`src/rtl/piso_serializer.sv`:
```
// Parallel-in/serial-out serializer with shift-enable pacing, seamless back-to-back
// reload and busy/done/overrun status flags.
module piso_serializer #(
  parameter int WIDTH     = 16,
  parameter bit LSB_FIRST = 1'b0
) (
  input  logic             clk,
  input  logic             rst,
  input  logic             start,
  input  logic [WIDTH-1:0] din,
  input  logic             en,
  output logic             dout,
  output logic             dout_valid,
  output logic             busy,
  output logic             done,
  output logic             overrun
);

  localparam int CW = $clog2(WIDTH);
  localparam logic [CW-1:0] LAST = CW'(WIDTH - 1);

  typedef enum logic {IDLE, SHIFT} state_t;

  state_t           state, state_nxt;
  logic [WIDTH-1:0] sreg, sreg_nxt;
  logic [CW-1:0]    cnt, cnt_nxt;
  logic             done_nxt, overrun_nxt;

  function automatic logic out_bit(input logic [WIDTH-1:0] w);
    return LSB_FIRST ? w[0] : w[WIDTH-1];
  endfunction

  function automatic logic [WIDTH-1:0] shift_word(input logic [WIDTH-1:0] w);
    return LSB_FIRST ? (w >> 1) : (w << 1);
  endfunction

  always_comb begin
    state_nxt   = state;
    sreg_nxt    = sreg;
    cnt_nxt     = cnt;
    done_nxt    = 1'b0;
    overrun_nxt = 1'b0;
    case (state)
      IDLE: begin
        if (start) begin
          state_nxt = SHIFT;
          sreg_nxt  = din;
          cnt_nxt   = '0;
        end
      end
      SHIFT: begin
        if (en && cnt == LAST) begin
          // Last bit consumed: a simultaneous start reloads with no gap bit.
          done_nxt = 1'b1;
          if (start) begin
            sreg_nxt = din;
            cnt_nxt  = '0;
          end else begin
            state_nxt = IDLE;
            sreg_nxt  = '0;
            cnt_nxt   = '0;
          end
        end else begin
          if (en) begin
            sreg_nxt = shift_word(sreg);
            cnt_nxt  = cnt + 1'b1;
          end
          overrun_nxt = start;
        end
      end
      default: state_nxt = IDLE;
    endcase
  end

  // Output flops are loaded from next-state values so dout/busy track state with no extra latency.
  always_ff @(posedge clk) begin
    if (rst) begin
      state      <= IDLE;
      sreg       <= '0;
      cnt        <= '0;
      dout       <= 1'b0;
      dout_valid <= 1'b0;
      busy       <= 1'b0;
      done       <= 1'b0;
      overrun    <= 1'b0;
    end else begin
      state      <= state_nxt;
      sreg       <= sreg_nxt;
      cnt        <= cnt_nxt;
      dout       <= (state_nxt == SHIFT) ? out_bit(sreg_nxt) : 1'b0;
      dout_valid <= (state_nxt == SHIFT);
      busy       <= (state_nxt == SHIFT);
      done       <= done_nxt;
      overrun    <= overrun_nxt;
    end
  end

endmodule

```
`config.mk`:
```
export PLATFORM = sky130hd
export DESIGN_NAME = piso_serializer
export DESIGN_NICKNAME = d
export VERILOG_FILES = /design/src/rtl/piso_serializer.sv
export SDC_FILE = /design/constraint.sdc
export NUM_CORES = 1
export LEC_CHECK = 0
export ABC_AREA = 0
export BUFFER_PORTS_ARGS = -buffer_cell sky130_fd_sc_hd__clkbuf_2
export CORE_UTILIZATION = 35
export CTS_CLUSTER_DIAMETER = 30
export DETAILED_ROUTE_END_ITERATION = 10
export HOLD_SLACK_MARGIN = 0.03
export MAX_ROUTING_LAYER = met4
export PLACE_DENSITY = 0.64
export SETUP_SLACK_MARGIN = 0.05
export SLEW_MARGIN = 20
export SYNTH_ARGS = -nofsm -noshare
export SYNTH_HDL_FRONTEND = slang
export SYNTH_SLANG_ARGS = --single-unit
```
`constraint.sdc`:
```
create_clock -name clk -period 2 [get_ports clk]
set_clock_uncertainty 0.2 [all_clocks]
set_input_delay 0.2 -clock clk [delete_from_list [all_inputs] [get_ports clk]]
set_output_delay 0.2 -clock clk [all_outputs]
set_load 0.02 [all_outputs]
```
# Word level (Yosys, flattened, before mapping)
# Cells that the tools add are included.
# word_totals
ff_bits,24
in_bits,20
output_inout_bits,5
elab_cells,31
# op_classes
add_sub_neg,1
n_eq_ne,3
n_mux,13
n_bitwise,2
reduce_logical,5
# op_table
op,n
two-way mux 16 bit,4
case mux 16 bit (2 select lines),1
two-way mux 4 bit,3
case mux 4 bit (2 select lines),1
adder 4 x 1 -> 4 bit (second input constant),1
== test 4 bit (second input constant),1
OR reduction 2 bit,2
two-way mux 1 bit,3
!= test 3 x 2 -> 1 bit (second input constant),1
OR reduction 3 bit,1
!= test 2 bit (second input constant),1
inverter 1 bit,2
case mux 1 bit (2 select lines),1
AND reduction 2 bit,1
logical AND 1 bit,1

# Logic depth before layout (Yosys ltp)
# depth
depth_word,6
ltp_mapped,6
depth_no_buf,4

# Worst setup path after synthesis
# OpenSTA, ideal clock, no wires.
# synth_path
path_type,reg-to-reg
start,register state
end,register cnt[3]
setup_ns,0.074
t_arrival_ns,1.350
t_required_ns,1.726
path_slack_ns,0.375
path_stages_with_launch,6
path_buffers,2
path_cell_list,dfxtp_1 -> buf_4 -> and2_1 -> buf_4 -> or3b_1 -> a31oi_1
# synth_between
elab_chain_cells,3
word_cells_on_any_way,5
# synth_lines
item,line,text
start: declaration,24,"state_t state, state_nxt;"
start signal: assignment,87,state <= state_nxt;
inverter 1 bit (no line),n/a,
!= test 2 bit (no line),n/a,
AND reduction 2 bit (no line),n/a,
end signal: assignment,89,cnt <= cnt_nxt;
end: declaration,26,"logic [CW-1:0] cnt, cnt_nxt;"
# Several ways; a longest one is shown, not always the timed one.
# A chain may end at the register's enable or synchronous reset.

# Worst setup path in the final report
# layout_path
start,register cnt[0]
end,register sreg[15]
# layout_between
elab_chain_cells,4
# layout_lines
item,line,text
== test 4 bit,52,if (en && cnt == LAST) begin
logical AND 1 bit,52,
two-way mux 16 bit,52,
case mux 16 bit (2 select lines),43,case (state)
end signal: assignment,88,sreg <= sreg_nxt;
end: declaration,25,"logic [WIDTH-1:0] sreg, sreg_nxt;"
# No other way between the ends.

==> out/qor.csv <==
stage,metric,value,unit
layout,nFillCells,297,
layout,final_nets,182,
pwr,power_per_cell_area,608.7,nW/um2
clock_tree,clkSinkCount,24,
critical_path,cp-end-kind,flip-flop,
clock_tree,cts_tree,built,
layout,syn_to_final_growth,33.37,%
floorplanning,start_util,36.40,%
synth,ys_ff_latch,24,
timing,period_minus_slack,1.778,ns
timing,slew_headroom,67.66,%
layout,seqCellArea,480.5,um2
detailed_routing,drt_wl_total,2701,um
timing,rsz0062_at_grt,false,
global_route,grt_pass1_vias,1085,
timing,fmax,562.6,MHz
floorplanning,io_pins,25,
clock_tree,post-cts-setup-buffers,0,
critical_path,required,2.00,ns
layout,final_cell_mix,"dfxtp_1, clkbuf_2, a21oi_1, dlygate4sd3_1, o211ai_1",
pwr,power_leakage,0.5463,nW
timing,finalHoldViolations,0,
run,drv_cap,0,
clock_tree,worstSkewPairLatency,0.31,ns
global_route,grt_overflow_total,0,
global_route,grt_max_degree,25,
timing,slew_violations,0,
layout,antennaDiodeCount,0,
timing,finalCritPeriodShare,88.88,%
detailed_routing,antenna_left,0,
detailed_routing,wire_per_inst,13.31,um
layout,final_area,1470,um2
pwr,vdd_drop_max,312.6,uV
timing,fin_setup_tns,0,ns
critical_path,start_kind,flip-flop,
detailed_routing,drcViolationCount,0,
floorplanning,fp.coreArea,3028,um2
clock_tree,cts_root_buffer,clkbuf_4,
hold_path,hold_class,in -> reg,
critical_path,worstPathCellList,ha_1 > and4_1 > buf_4 > and3_1 > nor4_1,
layout,drive_gt1_share,23.90,%
critical_path,critPathKind,reg -> reg,
outcome,status,completed,
synth,ys_seq_area_share,43.59,%
detailed_routing,viasPerCell,5.438,
floorplanning,std_cell_rows,20,
clock_tree,post_cts_resized,0,
critical_path,crit_family,simple AND/OR/NAND/NOR gates,
clock_tree,numCtsBuffers,3,
layout,multi_input_comb_area,538.0,um2
critical_path,cp_num_buf_inv,1,
place,placed_cell_area,1277,um2
timing,setup_viol,0,
synth,netlist_instances,121,
synth,ys_warn_count,0,
pwr,totalPowerFinal,0.0008949,W
synth,syn_nets,142,
synth,avgSynthCellArea,9.110,um2
critical_path,worst_ep_arrival_time,1.77,ns
detailed_routing,drtIter0Drc,34,
place,port_buffers,24,
global_route,grt_antenna_before_repair,0,
global_route,track_usage,18.42,%
detailed_routing,route.vias.total,1104,
clock_tree,ctsLongestPathBuffers,2,
place,gp_congestion,0.7788,
detailed_routing,dr.pass1.iters,4,
critical_path,path_max_fanout,10,
floorplanning,die_width,58.12,um
floorplanning,die_h,58.12,um
timing,worst_slew_pin_slew,0.4851,ns
clock_tree,htree_levels,1,
place,hpwl,1787,um
clock_tree,path_clk_slew,0.13,ns
global_route,grt_pass1_wl,4692,um
floorplanning,die-area,3378,um2
critical_path,crit_slowest_cell,dfxtp_1,
synth,syn-cell-area,1102,um2
critical_path,slowest_delay,0.40,ns
synth,synth_cell_types,30,
## Yosys cell counts, drive strengths merged
library cell	number	share of area [%]
a2111oi	1	1.4
a211oi	1	0.68
a21oi	17	7.7
a221oi	2	1.6
a31oi	3	1.7
a32oi	12	9.5
and2	1	0.57
and2b	1	0.68
and3	2	1.1
and4	1	0.79
buf	8	4.5
clkbuf	6	2.0
dfxtp	24	44
ha	1	1.1
inv	3	1.0
mux2i	1	0.91
nand2	6	2.0
nand2b	2	1.1
nand3	4	1.8
nand3b	1	0.68
nand4	3	1.7
nor2	1	0.34
nor3	1	0.45
nor3b	1	0.68
nor4	1	0.57
o211ai	15	10
or2	1	0.57
or3b	1	0.79
## cells by family (layout without fill, tap and decap cells)
group	count (synthesis)	in the layout	share of synthesized area, %
flip-flops	24	24	43.59
buffers and inverters	17	55	7.605
adder cells (fa/ha/maj)	1	1	1.135
multiplexers	1	1	0.9081
AO/OA/AOI/OAI	51	51	32.80
AND/OR/NAND/NOR	27	27	13.96
## final cells by class
cell class	count	share of cell area, %
flip-flops and latches	24	32.68
clock buffers	3	1.532
multi-input cells	80	36.60
inverters	3	0.7660
well taps	44	3.745
repair buffers	49	24.68
## worst reg2reg max path, delay by kind of cell, from the launching register on
kind | cells | cell delay, ns
fa+ha+maj | 1 | 0.23
buf+inv | 1 | 0.23
flops | 1 | 0.40
simple gates | 3 | 0.61
## report_power, final
| group | internal [W] | leakage (nW) | switching [W] |
|---|---|---|---|
| registers | 0.000504 | 0.197 | 0.0000156 |
| logic | 0.0000820 | 0.336 | 0.0000794 |
| clock network | 0.0000705 | 0.0138 | 0.000144 |
## registers in the layout, indices dropped and copies added, names as in the netlist
| signal | cells |
|---|---|
| overrun | 1 |
| state | 1 |
| done | 1 |
| dout | 1 |
| sreg | 16 |
| cnt | 4 |
## what timing repair did
action	in CTS	in global routing
hold endpoints to repair	17	0
endpoints found under the setup margin	0	0
hold buffers	17	0
## metrics by stage
stage	setup WS [ns]	std cells	util [%]	hold WS [ns]
global route	0.08407	203	48.55	0.1703
detailed placement	0.2368	183	42.19	0.2480
finish	0.2224	203	48.55	0.1697
floorplan	0.3754	121	-	0.07615
global placement	0.3195	183	42.19	0.2500
CTS	0.1997	203	48.55	0.1610
## worst paths after layout
path | from | to | slack [ns] | depth (start not counted)
max | cnt[0] | sreg[15] | 0.22 | 5
min | start | overrun | 0.17 | 3
max reg2reg | cnt[0] | sreg[15] | 0.22 | 5
min reg2reg | sreg[0] | sreg[0] | 0.27 | 2
## routing by layer
metal / share of wire (%) / track usage [%] / routed length [um]
met5: 0 / - / 0
met4: 0.48 / 6.122 / 13
met3: 4.2 / 2.009 / 113
met2: 49 / 32.51 / 1316
met1: 47 / 21.72 / 1257
No activity file was read; power rests on OpenSTA's default activity.
